File: src/rtl/gaplus_video_pkg.sv
// Gaplus raster timing: default timing constants and shared counter types.
package gaplus_video_pkg;

  localparam int unsigned H_TOTAL      = 384;
  localparam int unsigned H_VIS        = 288;
  localparam int unsigned H_SYNC_START = 304;
  localparam int unsigned H_SYNC_LEN   = 32;
  localparam int unsigned V_TOTAL      = 264;
  localparam int unsigned V_VIS        = 224;
  localparam int unsigned V_SYNC_START = 240;
  localparam int unsigned V_SYNC_LEN   = 3;
  localparam int unsigned CE_DIV       = 8;

  localparam int unsigned CNT_W = 9;
  localparam int unsigned OFS_W = 4;

  typedef logic [CNT_W-1:0]        cnt_t;
  typedef logic signed [OFS_W-1:0] ofs_t;

endpackage

File: src/rtl/gaplus_video_timing_if.sv
// Raster timing bundle: sync offsets in, pixel enable / counters / flags out.
interface gaplus_video_timing_if;
  import gaplus_video_pkg::*;

  logic [OFS_W-1:0] HOFS;
  logic [OFS_W-1:0] VOFS;
  logic             CE_PIX;
  logic [CNT_W-1:0] PH;
  logic [CNT_W-1:0] PV;
  logic             HBLANK;
  logic             VBLANK;
  logic             HSYNC;
  logic             VSYNC;
  logic             FRAME_START;

  modport master (
    input  HOFS, VOFS,
    output CE_PIX, PH, PV, HBLANK, VBLANK, HSYNC, VSYNC, FRAME_START
  );

  modport slave (
    output HOFS, VOFS,
    input  CE_PIX, PH, PV, HBLANK, VBLANK, HSYNC, VSYNC, FRAME_START
  );
endinterface

File: src/rtl/gaplus_sync_window.sv
// In-window decode: count lies in [start+ofs, start+ofs+len-1], 10-bit signed.
module gaplus_sync_window
  import gaplus_video_pkg::*;
(
  input  cnt_t count,
  input  cnt_t start,
  input  ofs_t ofs,
  input  cnt_t len,
  output logic in_win
);
  localparam int unsigned W = CNT_W + 1;

  logic signed [W-1:0] cnt_s;
  logic signed [W-1:0] lo_s;
  logic signed [W-1:0] hi_s;

  // Signed window bounds and compare
  always_comb begin
    cnt_s  = signed'({1'b0, count});
    lo_s   = signed'({1'b0, start}) + signed'({{(W-OFS_W){ofs[OFS_W-1]}}, ofs});
    hi_s   = lo_s + signed'({1'b0, len}) - signed'(W'(1));
    in_win = (cnt_s >= lo_s) && (cnt_s <= hi_s);
  end
endmodule

File: src/rtl/gaplus_video_timing.sv
// Gaplus raster timing: pixel enable divider, PH/PV counters, blank/sync/frame flags.
module gaplus_video_timing #(
  parameter int unsigned H_TOTAL      = gaplus_video_pkg::H_TOTAL,
  parameter int unsigned H_VIS        = gaplus_video_pkg::H_VIS,
  parameter int unsigned H_SYNC_START = gaplus_video_pkg::H_SYNC_START,
  parameter int unsigned H_SYNC_LEN   = gaplus_video_pkg::H_SYNC_LEN,
  parameter int unsigned V_TOTAL      = gaplus_video_pkg::V_TOTAL,
  parameter int unsigned V_VIS        = gaplus_video_pkg::V_VIS,
  parameter int unsigned V_SYNC_START = gaplus_video_pkg::V_SYNC_START,
  parameter int unsigned V_SYNC_LEN   = gaplus_video_pkg::V_SYNC_LEN
) (
  input  logic                         MCLK,
  input  logic                         RESET_N,
  gaplus_video_timing_if.master        vid
);
  import gaplus_video_pkg::cnt_t;
  import gaplus_video_pkg::ofs_t;

  localparam logic [2:0] DIV_LAST = 3'(gaplus_video_pkg::CE_DIV - 1);

  logic [2:0] div_q, div_d;
  logic       ce_q, ce_d;
  cnt_t       ph_q, ph_d, pv_q, pv_d;
  ofs_t       hofs_q, hofs_d, vofs_q, vofs_d;
  logic       hblank_q, hblank_d, vblank_q, vblank_d;
  logic       hsync_q, hsync_d, vsync_q, vsync_d;
  logic       fstart_q, fstart_d;
  logic       tick, h_end, v_end;
  logic       hs_win, vs_win;

  // Divider, counters, end-of-frame offset latch and frame-start pulse
  always_comb begin
    tick     = (div_q == DIV_LAST);
    h_end    = (ph_q == cnt_t'(H_TOTAL - 1));
    v_end    = (pv_q == cnt_t'(V_TOTAL - 1));
    div_d    = div_q + 3'd1;
    ce_d     = tick;
    ph_d     = ph_q;
    pv_d     = pv_q;
    hofs_d   = hofs_q;
    vofs_d   = vofs_q;
    fstart_d = 1'b0;
    if (tick) begin
      ph_d = h_end ? '0 : ph_q + cnt_t'(1);
      if (h_end) begin
        pv_d = v_end ? '0 : pv_q + cnt_t'(1);
        if (v_end) begin
          hofs_d   = ofs_t'(vid.HOFS);
          vofs_d   = ofs_t'(vid.VOFS);
          fstart_d = 1'b1;
        end
      end
    end
  end

  // Decodes use next-count and next-offset values so they land with the count
  gaplus_sync_window u_hwin (
    .count  (ph_d),
    .start  (cnt_t'(H_SYNC_START)),
    .ofs    (hofs_d),
    .len    (cnt_t'(H_SYNC_LEN)),
    .in_win (hs_win)
  );

  gaplus_sync_window u_vwin (
    .count  (pv_d),
    .start  (cnt_t'(V_SYNC_START)),
    .ofs    (vofs_d),
    .len    (cnt_t'(V_SYNC_LEN)),
    .in_win (vs_win)
  );

  // Blank/sync flags updated on pixel enables; VSYNC only at line wrap
  always_comb begin
    hblank_d = hblank_q;
    vblank_d = vblank_q;
    hsync_d  = hsync_q;
    vsync_d  = vsync_q;
    if (tick) begin
      hblank_d = (ph_d >= cnt_t'(H_VIS));
      vblank_d = (pv_d >= cnt_t'(V_VIS));
      hsync_d  = hs_win;
      if (h_end) vsync_d = vs_win;
    end
  end

  // State registers
  always_ff @(posedge MCLK or negedge RESET_N) begin
    if (!RESET_N) begin
      div_q    <= '0;
      ce_q     <= 1'b0;
      ph_q     <= '0;
      pv_q     <= '0;
      hofs_q   <= '0;
      vofs_q   <= '0;
      hblank_q <= 1'b0;
      vblank_q <= 1'b0;
      hsync_q  <= 1'b0;
      vsync_q  <= 1'b0;
      fstart_q <= 1'b0;
    end else begin
      div_q    <= div_d;
      ce_q     <= ce_d;
      ph_q     <= ph_d;
      pv_q     <= pv_d;
      hofs_q   <= hofs_d;
      vofs_q   <= vofs_d;
      hblank_q <= hblank_d;
      vblank_q <= vblank_d;
      hsync_q  <= hsync_d;
      vsync_q  <= vsync_d;
      fstart_q <= fstart_d;
    end
  end

  assign vid.CE_PIX      = ce_q;
  assign vid.PH          = ph_q;
  assign vid.PV          = pv_q;
  assign vid.HBLANK      = hblank_q;
  assign vid.VBLANK      = vblank_q;
  assign vid.HSYNC       = hsync_q;
  assign vid.VSYNC       = vsync_q;
  assign vid.FRAME_START = fstart_q;
endmodule
File: src/flat_wrapper.sv
// flat-port wrapper written by rule: the top's interface ports become plain ports
module gaplus_video_timing_flat import gaplus_video_pkg::cnt_t; import gaplus_video_pkg::ofs_t;
#(
  parameter int unsigned H_TOTAL      = gaplus_video_pkg::H_TOTAL,
  parameter int unsigned H_VIS        = gaplus_video_pkg::H_VIS,
  parameter int unsigned H_SYNC_START = gaplus_video_pkg::H_SYNC_START,
  parameter int unsigned H_SYNC_LEN   = gaplus_video_pkg::H_SYNC_LEN,
  parameter int unsigned V_TOTAL      = gaplus_video_pkg::V_TOTAL,
  parameter int unsigned V_VIS        = gaplus_video_pkg::V_VIS,
  parameter int unsigned V_SYNC_START = gaplus_video_pkg::V_SYNC_START,
  parameter int unsigned V_SYNC_LEN   = gaplus_video_pkg::V_SYNC_LEN
)
  (MCLK, RESET_N, vid_HOFS, vid_VOFS, vid_CE_PIX, vid_PH, vid_PV, vid_HBLANK, vid_VBLANK, vid_HSYNC, vid_VSYNC, vid_FRAME_START);
  gaplus_video_timing_if vid_i ();
  input  logic MCLK;
  input  logic RESET_N;
  input wire logic [$bits(vid_i.HOFS)-1:0] vid_HOFS;
  input wire logic [$bits(vid_i.VOFS)-1:0] vid_VOFS;
  output wire logic [$bits(vid_i.CE_PIX)-1:0] vid_CE_PIX;
  output wire logic [$bits(vid_i.PH)-1:0] vid_PH;
  output wire logic [$bits(vid_i.PV)-1:0] vid_PV;
  output wire logic [$bits(vid_i.HBLANK)-1:0] vid_HBLANK;
  output wire logic [$bits(vid_i.VBLANK)-1:0] vid_VBLANK;
  output wire logic [$bits(vid_i.HSYNC)-1:0] vid_HSYNC;
  output wire logic [$bits(vid_i.VSYNC)-1:0] vid_VSYNC;
  output wire logic [$bits(vid_i.FRAME_START)-1:0] vid_FRAME_START;
  assign vid_i.HOFS = vid_HOFS;
  assign vid_i.VOFS = vid_VOFS;
  assign vid_CE_PIX = vid_i.CE_PIX;
  assign vid_PH = vid_i.PH;
  assign vid_PV = vid_i.PV;
  assign vid_HBLANK = vid_i.HBLANK;
  assign vid_VBLANK = vid_i.VBLANK;
  assign vid_HSYNC = vid_i.HSYNC;
  assign vid_VSYNC = vid_i.VSYNC;
  assign vid_FRAME_START = vid_i.FRAME_START;
  gaplus_video_timing #(.H_TOTAL(H_TOTAL), .H_VIS(H_VIS), .H_SYNC_START(H_SYNC_START), .H_SYNC_LEN(H_SYNC_LEN), .V_TOTAL(V_TOTAL), .V_VIS(V_VIS), .V_SYNC_START(V_SYNC_START), .V_SYNC_LEN(V_SYNC_LEN)) u_core (.MCLK(MCLK), .RESET_N(RESET_N), .vid(vid_i));
endmodule
File: config.mk
export PLATFORM = sky130hd
export DESIGN_NAME = gaplus_video_timing_flat
export DESIGN_NICKNAME = d
export VERILOG_FILES = /design/src/rtl/gaplus_video_pkg.sv /design/src/rtl/gaplus_video_timing_if.sv /design/src/rtl/gaplus_sync_window.sv /design/src/rtl/gaplus_video_timing.sv /design/src/flat_wrapper.sv
export SDC_FILE = /design/constraint.sdc
export NUM_CORES = 1
export LEC_CHECK = 0
export BUFFER_PORTS_ARGS = -buffer_cell sky130_fd_sc_hd__buf_2
export CORE_MARGIN = 1
export CORE_UTILIZATION = 35
export CTS_CLUSTER_SIZE = 14
export DETAILED_ROUTE_END_ITERATION = 10
export GPL_TIMING_DRIVEN = 0
export MAX_ROUTING_LAYER = met4
export SLEW_MARGIN = 25
export SYNTH_ARGS = -nofsm -noshare
export SYNTH_HDL_FRONTEND = slang
export SYNTH_HIERARCHICAL = 1
export SYNTH_SLANG_ARGS = --single-unit
File: constraint.sdc
create_clock -name MCLK -period 4.85 [get_ports MCLK]
set_input_delay 1.2125 -clock MCLK [delete_from_list [all_inputs] [get_ports MCLK]]
set_output_delay 1.2125 -clock MCLK [all_outputs]
set_load 0.02 [all_outputs]
Yosys cells after proc, flatten, opt, wreduce, memory -nomap -nowiden:

Index checks and enable logic that the tools add are counted.

* register bits: 35
* input bits: 10
* output and inout port bits: 24
* logic and storage cells: 46

* add/subtract/negate cells: 9
* order comparisons: 6
* equal/unequal tests: 3
* muxes and demuxes: 14
* reductions and logical operators: 3

Operators with widths (count)
* $mux W9: 5
* $mux W4: 6
* $ge A10 B10 Y1: 2
* $le A10 B10 Y1: 2
* $sub A10 B2 Y10 const B: 2
* $add A9 B1 Y9 const B: 2
* $eq A9 B9 Y1 const B: 2
* $add A10 B3 Y10 const B: 1
* $add A10 B4 Y10 const A: 1
* $add A10 B7 Y10 const B: 1
* $add A9 B4 Y10 const A: 1
* $ge A9 B8 Y1 const B: 1
* $ge A9 B9 Y1 const B: 1
* $add A3 B1 Y3 const B: 1
* $eq A3 B3 Y1 const B: 1
* $mux W1: 3
* $logic_and A1 B1 Y1: 2
* $reduce_and A2 Y1: 1

Depth between registers and ports, before layout:

Gate-level depths: netlist (run 1).

* word-level depth: 9
* depth in mapped cells: 26
* gate-level depth less buffers: 26

Hierarchy:

The synthesis (run 1) kept the hierarchy.

By module, submodules not included
* gaplus_video_timing: instances 1, cells an instance 141, area each 1594.0 µm², seq. area each 875.8 µm²
* gaplus_sync_window at u_core.u_vwin: instances 1, cells an instance 179, area each 1376.3 µm², seq. area each 0.0 µm²
* gaplus_sync_window at u_core.u_hwin: instances 1, cells an instance 174, area each 1305.0 µm², seq. area each 0.0 µm²

Worst setup path after synthesis (run 1):

OpenSTA, ideal clock, no wires.

* path kind: register to register
* from: register u_core.ph_q[0] (netlist: u_core/vid.PH[0])
* to: register u_core.hsync_q (netlist: u_core/vid.HSYNC)
* arrival: 5.286 ns
* slack: -0.501 ns
* cell stages (with the launch flop): 24
* buffers on the path: 0
* period minus slack after synthesis: 5.351 ns
* path through: dfrtp_1 ha_1 and4b_1 nand3_2 nor3_4 mux2_2 ha_1 o21bai_1 and2_1 or2_2 ha_1 inv_1 o21bai_1 a21oi_1 o21ai_0 xnor2_1 ha_1 nand2_1 nor4_1 o21bai_1 o31a_1 nand3_1 o21ai_1 mux2_2

* word-level cells in the longest chain between the ends: 8
* elaborated cells between the ends (all ways): 12
* classes of those cells: add/sub: 4; order compare: 2; eq/ne: 1; mux: 4; reduce/logical: 1

RTL lines
* from (decl): line gaplus_video_timing.sv:23 `cnt_t ph_q, ph_d, pv_q, pv_d;`
* from (signal assigned): line gaplus_video_timing.sv:104 `ph_q <= ph_d;`
* $eq A9 B9 Y1 *: line gaplus_video_timing.sv:34 `h_end = (ph_q == cnt_t'(H_TOTAL - 1));`
* $mux W4 *: line gaplus_video_timing.sv:45 `if (h_end) begin`
* $mux W4 *: line gaplus_video_timing.sv:43 `if (tick) begin`
* via u_core.hofs_d[3]: line gaplus_video_timing.sv:24 `ofs_t hofs_q, hofs_d, vofs_q, vofs_d;`
* $add A10 B4 Y10 *: line gaplus_sync_window.sv:20 `lo_s = signed'({1'b0, start}) + signed'({{(W-OFS_W){ofs[OFS_W-1]}}, ofs});`
* $add A10 B7 Y10: line gaplus_sync_window.sv:21 `hi_s = lo_s + signed'({1'b0, len}) - signed'(W'(1));`
* $sub A10 B2 Y10: line gaplus_sync_window.sv:21
* $le A10 B10 Y1: line gaplus_sync_window.sv:22 `in_win = (cnt_s >= lo_s) && (cnt_s <= hi_s);`
* $logic_and A1 B1 Y1 *: line gaplus_sync_window.sv:22
* via u_core.hs_win: line gaplus_video_timing.sv:29 `logic hs_win, vs_win;`
* to (signal assigned): line gaplus_video_timing.sv:110 `hsync_q <= hsync_d;`
* to (decl): line gaplus_video_timing.sv:26 `logic hsync_q, hsync_d, vsync_q, vsync_d;`

Mark *: on every way through the listed nets, which the timed path passes. The rest lies on a longest branch.
A chain may end at the register's enable or synchronous reset.

Worst setup path after layout (run 1):

* from: register u_core.pv_q[5] (netlist: u_core/vid.PV[5])
* to: register u_core.vsync_q (netlist: u_core/vid.VSYNC)

* word-level cells in the longest chain between the ends: 9
* elaborated cells between the ends (all ways): 14
* classes of those cells: add/sub: 4; order compare: 2; eq/ne: 1; mux: 6; reduce/logical: 1

RTL lines
* from (decl): line gaplus_video_timing.sv:23
* from (signal assigned): line gaplus_video_timing.sv:105 `pv_q <= pv_d;`
* $eq A9 B9 Y1 *: line gaplus_video_timing.sv:35 `v_end = (pv_q == cnt_t'(V_TOTAL - 1));`
* $mux W4 *: line gaplus_video_timing.sv:47 `if (v_end) begin`
* $mux W4 *: line gaplus_video_timing.sv:45
* $mux W4 *: line gaplus_video_timing.sv:43
* via u_core.vofs_d[3]: line gaplus_video_timing.sv:24
* $add A9 B4 Y10 *: line gaplus_sync_window.sv:20
* $add A10 B3 Y10: line gaplus_sync_window.sv:21
* $sub A10 B2 Y10: line gaplus_sync_window.sv:21
* $le A10 B10 Y1: line gaplus_sync_window.sv:22
* $logic_and A1 B1 Y1 *: line gaplus_sync_window.sv:22
* via u_core.vs_win: line gaplus_video_timing.sv:29
* to (signal assigned): line gaplus_video_timing.sv:111 `vsync_q <= vsync_d;`
* to (decl): line gaplus_video_timing.sv:26

Marked as above.

==> flow_summary.yaml, run 1 <==
yosys:
  synth_top_family_by_area: "adder cells"
  synth_ff_type: "dfrtp_1"
  async_flop_share: 1.00
  avgSynthCellArea_um2: 8.65
  yosys.area.top_type: "ha_1"
  netlist_area_um2: 4280
  synthTopCellsByCount: "76 x ha_1, 50 x inv_1, 35 x dfrtp_1, 30 x nor2_1, 29 x nand2_1"
  synthCells: 494
  synthMuxAreaShare: 0.0386
  synthAdderAreaFrac: 0.244
  seq_area_frac_synth: 0.205
  ys_top_cells_by_area: "ha_1 22%, dfrtp_1 20%, inv_1 4.4%"
  synth_seq_cells: 35
  synth_edf_count: 0
  synth.most_common_cell: "ha_1"
  synth_compound_area_frac: 0.185
  yosys.area_share.simple: 0.195
  yosys_warnings: 6
  synth_top_area_frac: 0.222
  synth_xor_area_frac: 0.0817
  yosysUniqueCellTypes: 71
floorplan:
  fp.dieArea_um2: 12700
  fp.dieH_um: 113
  io_pins: 34
  rows: 40
  initial_core_util: 0.357
  die_w_um: 113
  core_area_um2: 12000
grt:
  grt_pass1_wl_um: 17800
  gr-total-overflow: 0
  grt_pass1_vias: 3957
  grt_busiest_layer: "met2"
  antenna_found_initial: 0
  use_met1: 0.222
  track_usage: 0.177
  use_met3: 0.0254
  grt.met2_usage: 0.304
  grt_max_degree: 36
placed_design:
  pre_cts_slack_ns: -0.948
  gp_congestion: 0.811
  io_buffers: 33
  hpwl_um: 7800
  place_area_um2: 4970
  post-place-cells: 718
drt:
  dr.pass1.iters: 4
  final_antenna_net_count: 0
  wl_per_cell_um: 13.4
  via_per_inst: 5.12
  wirelength_um: 10400
  vias: 3973
  drc_errors: 0
  drt_iter0_drc: 190
cells_and_area:
  finish.instance_area_um2: 5810
  drive_gt1_frac: 0.312
  fillers: 1144
  area_delta_synth_final_pct: 35.9
  fin_nets: 718
  antenna_cells: 0
  final_cells: 776
  post-route-util: 0.486
min_path:
  min_path_type: "reg -> reg"
sta:
  timing.fmax_ghz: 0.195
  finClkSkew_ns: 0.00408
  timing.final.max_slew_violations: 0
  setup_ws_ns: -0.265
  worstMarginPinSlew_ns: 0.830
  finalCritPeriodShare: 1.05
  max_slew_margin: 0.447
  rsz0062_at_grt: "yes"
  finalHoldViolCount: 0
  period_needed_ns: 5.12
  setup_violations: 2
clocking:
  cts_sinks: 35
  cts_tree: "yes"
  clockRootBuffer: "clkbuf_16"
  ctsHtreeMaxLevel: 2
  cts_hold_buffers: 0
  clk_path_buf_depth: 2
  clk_latency_ns: 0.28
  cts_made_buffers: 5
  cts.clk_slew.worst_paths_ns: 0.06
worst_setup_path:
  startpoint_type: "flop"
  worst_ep_arrival_time_ns: 5.34
  cp.required_ns: 5.07
  worstSetupEndpointType: "flop"
  crit_fanout: 5
  critPathKind: "reg -> reg"
power_and_ir_drop:
  combPwrFrac: 0.389
  p_int_w: 0.000674
  worst_ir_drop_vdd_uv: 130
  p_sw_frac: 0.330
  seq_power_share: 0.291
  p_total_w: 0.00100
  leakagePower_nw: 2.80
  powerDensity_nw_per_um2: 173
  clkPwrFrac: 0.320
  power_switching_w: 0.000331
flow_run:
  drv_cap: 0
outcome:
  violations: "negative setup slack"
  outcome: "complete, but fails checks"
worst paths after layout:
check / slack [ns] / to / depth (start not counted) / from
setup / recovery: -0.27 / u_core/vid.VSYNC$_DFFE_PN0P_ / 22 / u_core/vid.PV[5]$_DFF_PN0_
hold / removal: 0.43 / u_core/div_q[0]$_DFF_PN0_ / 1 / u_core/div_q[0]$_DFF_PN0_
setup reg to reg: -0.27 / u_core/vid.VSYNC$_DFFE_PN0P_ / 22 / u_core/vid.PV[5]$_DFF_PN0_
hold reg to reg: 0.43 / u_core/div_q[0]$_DFF_PN0_ / 1 / u_core/div_q[0]$_DFF_PN0_
max in group asynchronous: 3.24 / u_core/vid.PH[7]$_DFF_PN0_ / 1 / RESET_N
min in group asynchronous: 1.03 / u_core/div_q[0]$_DFF_PN0_ / 1 / RESET_N
cells by family (layout without fill, tap and decap cells):
group,Yosys count,after routing
mux,15,15
other cells,2,46
buf+inv,55,146
fa+ha+maj,81,81
compound gates,111,111
simple gates,156,156
flops,35,35
xor+xnor,39,39
layout by cell type, fill, tap and decap left out, types with 8 or more instances in the layout:
cell type and count:
nand2_1 28, a21o_1 12, buf_4 47, a21oi_1 14
ha_4 16, buf_2 35, dfrtp_1 30, a21oi_2 8
ha_1 57, xnor2_1 16, nand3_1 18, o21ai_0 17
nand4_1 8, nand2b_1 14, nor2_1 30, conb_1 46
nor3_1 16, xor2_1 14, inv_1 46
power groups by stage:
stage          registers, W  clock network [W]  logic (W)
3_5_place_dp       0.000297                  0   0.000303
4_1_cts            0.000292           0.000333   0.000350
5_1_grt            0.000292           0.000345   0.000442
2_1_floorplan      0.000297                  0   0.000244
6_report           0.000292           0.000322   0.000391
3_3_place_gp       0.000297                  0   0.000293
routing by layer:
metal  routed length [um]  up-vias
met2                 5090       71
met3                  324       12
met1                 4840     1883
li1                     -     2007
met5                    0        -
met4                  106        0
through the flow:
step / setup TNS, ns / hold WS, ns
after floorplan: -0.408 / 0.401
after global placement: -1.56 / 0.414
after detailed placement: -1.70 / 0.422
after CTS: -0.663 / 0.432
after global routing: -0.956 / 0.447
final: -0.528 / 0.425
repair_timing:
item	4_1_cts	5_1_grt
buffers inserted	37	15
resized for setup	23	36
pin swaps	39	40
endpoints found under the setup margin	2	2
hold endpoints to repair	0	0
final cells by class:
| cell class | count | area (um2) | share of cell area |
|---|---|---|---|
| multi-input combinational | 448 | 3800 | 0.654 |
| sequential | 35 | 882 | 0.152 |
| timing repair buffer | 85 | 596 | 0.102 |
| inverter | 50 | 188 | 0.0323 |
| tap | 147 | 184 | 0.0316 |
| clock buffer | 5 | 125 | 0.0215 |
| clock inverter | 3 | 23.8 | 0.00409 |
| buffer | 3 | 13.8 | 0.00237 |
flip-flops by register name (all words and copies together), names as in the netlist:
register and count:
u_core/vid.PH 9, u_core/vid.PV 9, u_core/hofs_q 4, u_core/vofs_q 4, u_core/div_q 3, u_core/vid.CE_PIX 1, u_core/vid.FRAME_START 1, u_core/vid.HBLANK 1
u_core/vid.HSYNC 1, u_core/vid.VBLANK 1, u_core/vid.VSYNC 1
critical path, stage by stage (launching register included):
cell and delay (ns):
dfrtp_2 0.41, or4_4 0.56, nor3_4 0.23, buf_12 0.15, mux2_4 0.35, ha_4 0.30
mux2_4 0.31, a311oi_4 0.37, nand2b_1 0.15, ha_4 0.31, nand3_2 0.05, o211ai_1 0.26
nor2_1 0.09, xor2_1 0.15, ha_1 0.31, a21o_1 0.18, a21oi_2 0.15, nand2b_1 0.08
o21ai_2 0.20, nand3_2 0.11, o211ai_2 0.18, nand2_1 0.08, nand2_1 0.07
No activity file was read; power rests on OpenSTA's default activity.
==> run 2: changes to the inputs <==
--- a/config.mk
+++ b/config.mk
@@ -6,12 +6,14 @@
 export NUM_CORES = 1
 export LEC_CHECK = 0
 export BUFFER_PORTS_ARGS = -buffer_cell sky130_fd_sc_hd__buf_2
+export CORE_ASPECT_RATIO = 1.5
 export CORE_MARGIN = 1
-export CORE_UTILIZATION = 35
+export CORE_UTILIZATION = 45
 export CTS_CLUSTER_SIZE = 14
 export DETAILED_ROUTE_END_ITERATION = 10
 export GPL_TIMING_DRIVEN = 0
 export MAX_ROUTING_LAYER = met4
+export PLACE_DENSITY = 0.65
 export SLEW_MARGIN = 25
 export SYNTH_ARGS = -nofsm -noshare
 export SYNTH_HDL_FRONTEND = slang
==> run 2 against run 1 <==
  * The flow still finishes with violations (negative setup slack)
  * Sequential power about the same
  * Register-to-register slack got worse by 0.15 ns
  * Largest power group unchanged
  * Largest cell class unchanged
  * Worst setup slack worse by 0.15 ns
  * Cell count shrank 7.2%
  * Sequential cell count did not move
==> flow_summary.yaml, run 2 (same netlist as run 1, synthesis figures left out) <==
drt:
  dr.pass1.iters: 4
  vias: 3874
  final_antenna_net_count: 0
  via_per_inst: 5.38
  drc_errors: 0
  drt_iter0_drc: 67
  wl_per_cell_um: 14.0
  wirelength_um: 10100
floorplan:
  io_pins: 34
  fp.dieArea_um2: 9900
  initial_core_util: 0.462
  rows: 43
  die_w_um: 81.6
  fp.dieH_um: 121
  core_area_um2: 9250
cells_and_area:
  fin_nets: 697
  drive_gt1_frac: 0.255
  final_cell_mix: "60 x ha_1, 47 x inv_1, 46 x conb_1, 35 x buf_2, 31 x dfrtp_1"
  final_cells: 720
  area_delta_synth_final_pct: 28.2
  layout_commonest_cell: "ha_1"
  finish.instance_area_um2: 5480
  antenna_cells: 0
clocking:
  cts_made_buffers: 5
  cts_hold_buffers: 0
  clockRootBuffer: "clkbuf_16"
  clk_latency_ns: 0.28
  cts_sinks: 35
  cts_tree: "yes"
  ctsHtreeMaxLevel: 2
  clk_path_buf_depth: 2
  cts.clk_slew.worst_paths_ns: 0.06
sta:
  finalHoldViolCount: 0
  timing.fmax_ghz: 0.190
  worstMarginPinSlew_ns: 0.807
  period_needed_ns: 5.26
  finClkSkew_ns: 0.00699
  setup-tns-final_ns: -0.774
  setup_ws_ns: -0.412
  finalCritPeriodShare: 1.09
  max_slew_margin: 0.462
  setup_violations: 2
  timing.final.max_slew_violations: 0
  rsz0062_at_grt: "yes"
worst_setup_path:
  crit_slowest_cell: "or4_4"
  path_buf_inv: 3
  worstSetupEndpointType: "flop"
  path_cells: "or4_4 -> nor3_4 -> buf_4 -> mux2_4 -> buf_4 -> ha_4 -> or4_4 -> o22ai_4 -> xor2_2 -> ha_1 -> inv_1 -> ha_1 -> a21oi_1 -> o21ai_0 -> xnor2_1 -> ha_1 -> nand3_1 -> nor3_1 -> a21oi_1 -> o21ai_2 -> nand3_1 -> o211ai_2 -> nand2_1 -> nand2_1"
  cpLargestDelayFamily: "simple AND/OR/NAND/NOR gates"
  cpMostUsedCell: "ha_1"
  worst_ep_arrival_time_ns: 5.49
  cp.required_ns: 5.08
  crit_fanout: 4
  critPathMaxStageDelay_ns: 0.58
  startpoint_type: "flop"
  critPathKind: "reg -> reg"
flow_run:
  drv_cap: 0
grt:
  antenna_found_initial: 0
  grt_pass1_wl_um: 16200
  track_usage: 0.217
  grt_max_degree: 36
  grt_pass1_vias: 3737
  gr-total-overflow: 0
placed_design:
  gp_congestion: 0.875
  place_area_um2: 4930
  post-place-cells: 683
  hpwl_um: 7920
  io_buffers: 33
power_and_ir_drop:
  powerDensity_nw_per_um2: 177
  leakagePower_nw: 2.67
  worst_ir_drop_vdd_uv: 162
outcome:
  outcome: "complete, but fails checks"
  violations: "negative setup slack"
min_path:
  min_path_type: "reg -> reg"
## run 2: worst paths after layout
kind | start | endpoint | slack, ns | depth (start not counted)
worst max-delay path | u_core/vid.PV[5]$_DFF_PN0_ | u_core/vid.VSYNC$_DFFE_PN0P_ | -0.41 | 24
worst min-delay path | u_core/div_q[0]$_DFF_PN0_ | u_core/div_q[0]$_DFF_PN0_ | 0.43 | 1
worst max register to register | u_core/vid.PV[5]$_DFF_PN0_ | u_core/vid.VSYNC$_DFFE_PN0P_ | -0.41 | 24
worst min register to register | u_core/div_q[0]$_DFF_PN0_ | u_core/div_q[0]$_DFF_PN0_ | 0.43 | 1
max in group asynchronous | RESET_N | u_core/vid.PH[1]$_DFF_PN0_ | 3.26 | 1
min in group asynchronous | RESET_N | u_core/hofs_q[2]$_DFF_PN0_ | 1.02 | 1
## run 2: area by class of cell
class	count	area, um2
fillers	837	3770
multi-input cells	448	3700
flip-flops and latches	35	881
repair buffers	64	402
inverters	50	188
clock buffers	7	143
well taps	112	140
plain buffers	3	13.8
clock inverters	1	8.76
## run 2: metrics by stage
step | setup WS (ns) | utilization | hold WS [ns] | total power [W]
after detailed placement | -0.938 | 0.533 | 0.421 | 0.000606
after global routing | -0.619 | 0.592 | 0.460 | 0.00103
after global placement | -0.866 | 0.533 | 0.412 | 0.000593
final | -0.412 | 0.592 | 0.434 | 0.000969
after floorplan | -0.358 | - | 0.401 | 0.000542
after CTS | -0.414 | 0.580 | 0.430 | 0.000962
## run 2: what timing repair did
action / CTS / global route
buffers inserted: 17 / 14
setup endpoints to repair: 2 / 2
endpoints found under the hold margin: 0 / 0
resized for setup: 29 / 4
pin swaps: 23 / 22
## run 2: power breakdown
part / leakage (nW) / total (W) / internal [W] / switching [W]
logic: 2.13 / 0.000350 / 0.000161 / 0.000189
clock network: 0.0741 / 0.000327 / 0.000205 / 0.000122
registers: 0.464 / 0.000292 / 0.000292 / 0.0000000118
## run 2: worst reg2reg max path: stages, from the launching register on
cell	delay, ns
dfrtp_2	0.41
or4_4	0.58
nor3_4	0.32
buf_4	0.17
mux2_4	0.34
buf_4	0.16
ha_4	0.17
or4_4	0.43
o22ai_4	0.19
xor2_2	0.21
ha_1	0.26
inv_1	0.06
ha_1	0.27
a21oi_1	0.18
o21ai_0	0.12
xnor2_1	0.14
ha_1	0.31
nand3_1	0.12
nor3_1	0.18
a21oi_1	0.08
o21ai_2	0.09
nand3_1	0.11
o211ai_2	0.18
nand2_1	0.08
nand2_1	0.06
## run 2: metal layers
layer / vias up / routed length (um) / track usage
met5: - / 0 / -
met1: 1861 / 3670 / 0.197
met2: 31 / 6070 / 0.435
met3: 11 / 165 / 0.0271
li1: 1971 / - / -
met4: 0 / 150 / 0.0811
==> run 3: changes to the inputs <==
--- a/config.mk
+++ b/config.mk
@@ -5,6 +5,7 @@
 export SDC_FILE = /design/constraint.sdc
 export NUM_CORES = 1
 export LEC_CHECK = 0
+export ABC_AREA = 1
 export BUFFER_PORTS_ARGS = -buffer_cell sky130_fd_sc_hd__buf_2
 export CORE_ASPECT_RATIO = 1.5
 export CORE_MARGIN = 1
@@ -13,7 +14,6 @@
 export DETAILED_ROUTE_END_ITERATION = 10
 export GPL_TIMING_DRIVEN = 0
 export MAX_ROUTING_LAYER = met4
-export PLACE_DENSITY = 0.65
 export SLEW_MARGIN = 25
 export SYNTH_ARGS = -nofsm -noshare
 export SYNTH_HDL_FRONTEND = slang
==> run 3 against run 2 <==
  * The run now ends clean
  * Sequential cell count unchanged
  * Clock skew about the same
  * Register-to-register slack better by 0.57 ns
  * Non-clock buffer count down 5
  * Sequential share of layout area down 0.47 points
  * Cell area up 2.4%
  * Cell count up 22%
  * Critical path type unchanged
  * Largest power group unchanged
  * Highest routed layer unchanged
==> flow_summary.yaml, run 3 <==
outcome:
  outcome: "finished clean"
yosys:
  synth.most_common_cell: "nand2_1"
  synth_edf_count: 0
  synthTopCellsByCount: "188 x nand2_1, 126 x inv_1, 76 x ha_1, 44 x nand3_1, 35 x dfrtp_1"
  yosys.area.top_type: "ha_1"
  synth_ff_type: "dfrtp_1"
  synth_seq_cells: 35
  netlist_area_um2: 4440
  avgSynthCellArea_um2: 6.83
  synth_top_area_frac: 0.214
  yosys_warnings: 6
  synthCells: 650
  seq_area_frac_synth: 0.197
  yosysUniqueCellTypes: 37
  ys_top_cells_by_area: "ha_1 21%, dfrtp_1 20%, nand2_1 16%"
  async_flop_share: 1.00
min_path:
  min_path_type: "reg -> reg"
clocking:
  clk_path_buf_depth: 2
  cts_tree: "yes"
  clockRootBuffer: "clkbuf_16"
  cts_sinks: 35
  ctsHtreeMaxLevel: 2
  cts_hold_buffers: 0
  cts.clk_slew.worst_paths_ns: 0.06
  clk_latency_ns: 0.28
  cts_made_buffers: 5
drt:
  wl_per_cell_um: 12.3
  vias: 4249
  final_antenna_net_count: 0
  wirelength_um: 10800
  via_per_inst: 4.85
  dr.pass1.iters: 4
  drc_errors: 0
  drt_iter0_drc: 79
floorplan:
  initial_core_util: 0.461
  die_w_um: 83.1
  io_pins: 34
  fp.dieH_um: 124
  rows: 44
  fp.dieArea_um2: 10300
  core_area_um2: 9630
grt:
  grt_pass1_vias: 4062
  grt_max_degree: 36
  grt_pass1_wl_um: 17500
  gr-total-overflow: 0
  track_usage: 0.219
  antenna_found_initial: 0
power_and_ir_drop:
  powerDensity_nw_per_um2: 201
  p_total_w: 0.00113
  worst_ir_drop_vdd_uv: 206
  leakagePower_nw: 3.13
sta:
  worstMarginPinSlew_ns: 0.818
  finalCritPeriodShare: 0.967
  timing.fmax_ghz: 0.213
  rsz0062_at_grt: "yes"
  holdWs_ns: 0.427
  finalHoldViolCount: 0
  period_needed_ns: 4.69
  max_slew_margin: 0.455
  timing.final.max_slew_violations: 0
  setup-tns-final_ns: 0
  setup_violations: 0
  finClkSkew_ns: 0.00696
flow_run:
  drv_cap: 0
worst_setup_path:
  critPathMaxStageDelay_ns: 0.48
  worst_ep_arrival_time_ns: 4.92
  crit_slowest_cell: "fa_1"
  critPathKind: "reg -> reg"
  crit_fanout: 9
  worstSetupEndpointType: "flop"
  cp.required_ns: 5.07
  startpoint_type: "flop"
cells_and_area:
  drive_gt1_frac: 0.212
  final_cell_mix: "181 x nand2_1, 124 x inv_1, 61 x ha_1, 46 x conb_1, 40 x nand3_1"
  area_delta_synth_final_pct: 26.4
  antenna_cells: 0
  finish.instance_area_um2: 5610
  fin_nets: 850
  layout_commonest_cell: "nand2_1"
placed_design:
  io_buffers: 33
  hpwl_um: 8690
  gp_congestion: 0.853
  place_area_um2: 4910
## run 3: layout make-up
cell class,count,area (um2)
inverter,132,513
fill,924,4020
tap,115,144
multi-input combinational,524,3500
timing repair buffer,59,378
clock buffer,5,125
buffer,3,37.5
sequential,35,876
clock inverter,3,43.8
## run 3: final timing paths
| check | depth (start not counted) | from | slack (ns) | to |
|---|---|---|---|---|
| worst min register to register | 1 | u_core/div_q[0]$_DFF_PN0_ | 0.43 | u_core/div_q[0]$_DFF_PN0_ |
| worst max register to register | 31 | u_core/div_q[0]$_DFF_PN0_ | 0.16 | u_core/vid.VSYNC$_DFFE_PN0P_ |
| worst min-delay path | 1 | u_core/div_q[0]$_DFF_PN0_ | 0.43 | u_core/div_q[0]$_DFF_PN0_ |
| max in group asynchronous | 1 | RESET_N | 3.30 | u_core/vid.PV[8]$_DFF_PN0_ |
| worst max-delay path | 31 | u_core/div_q[0]$_DFF_PN0_ | 0.16 | u_core/vid.VSYNC$_DFFE_PN0P_ |
| min in group asynchronous | 1 | RESET_N | 1.02 | u_core/vid.PH[4]$_DFF_PN0_ |
## run 3: through the flow
stage               setup WS (ns)  instances  utilization
floorplan                   0.345        694            -
global placement           -0.384        842        0.510
detailed placement         -0.473        842        0.510
CTS                        -0.123        854        0.539
global route              -0.0782        876        0.583
finish                      0.159        876        0.583
## run 3: cell families after synthesis
kind of cell | synth area share
adders and majority gates | 0.232
and+or+nand+nor | 0.310
buffers and inverters | 0.123
DFF | 0.197
AOI/OAI and AO/OA | 0.0930
xor gates and xnor gates | 0.0434
other | 0.00169
## run 3: report_power, final
| group | internal [W] | switching, W |
|---|---|---|
| combinational | 0.000205 | 0.000264 |
| sequential | 0.000294 | 0.000000605 |
| clock | 0.000242 | 0.000124 |
## run 3: worst max-delay path: cells and delay by family (launching register included)
kind / cells / cell delay (ns)
and+or+nand+nor: 10 / 0.83
AOI/OAI and AO/OA: 6 / 0.83
adders and majority gates: 7 / 1.86
xor gates and xnor gates: 1 / 0.14
DFF: 1 / 0.38
buffers and inverters: 7 / 0.60
## run 3: per-layer routing
layer  wire (um)  up-vias  track usage
li1            -     2242            -
met1        3950     1926        0.194
met2        6060       55        0.452
met3         238       26       0.0252
met4         507        0        0.113
met5           0        -            -
## run 3: timing repair
| item | in CTS | in global routing |
|---|---|---|
| setup endpoints to repair | 2 | 2 |
| gates cloned | 0 | 1 |
| setup buffers | 4 | 21 |
| pin swaps | 4 | 25 |
| gates resized for setup | 14 | 54 |
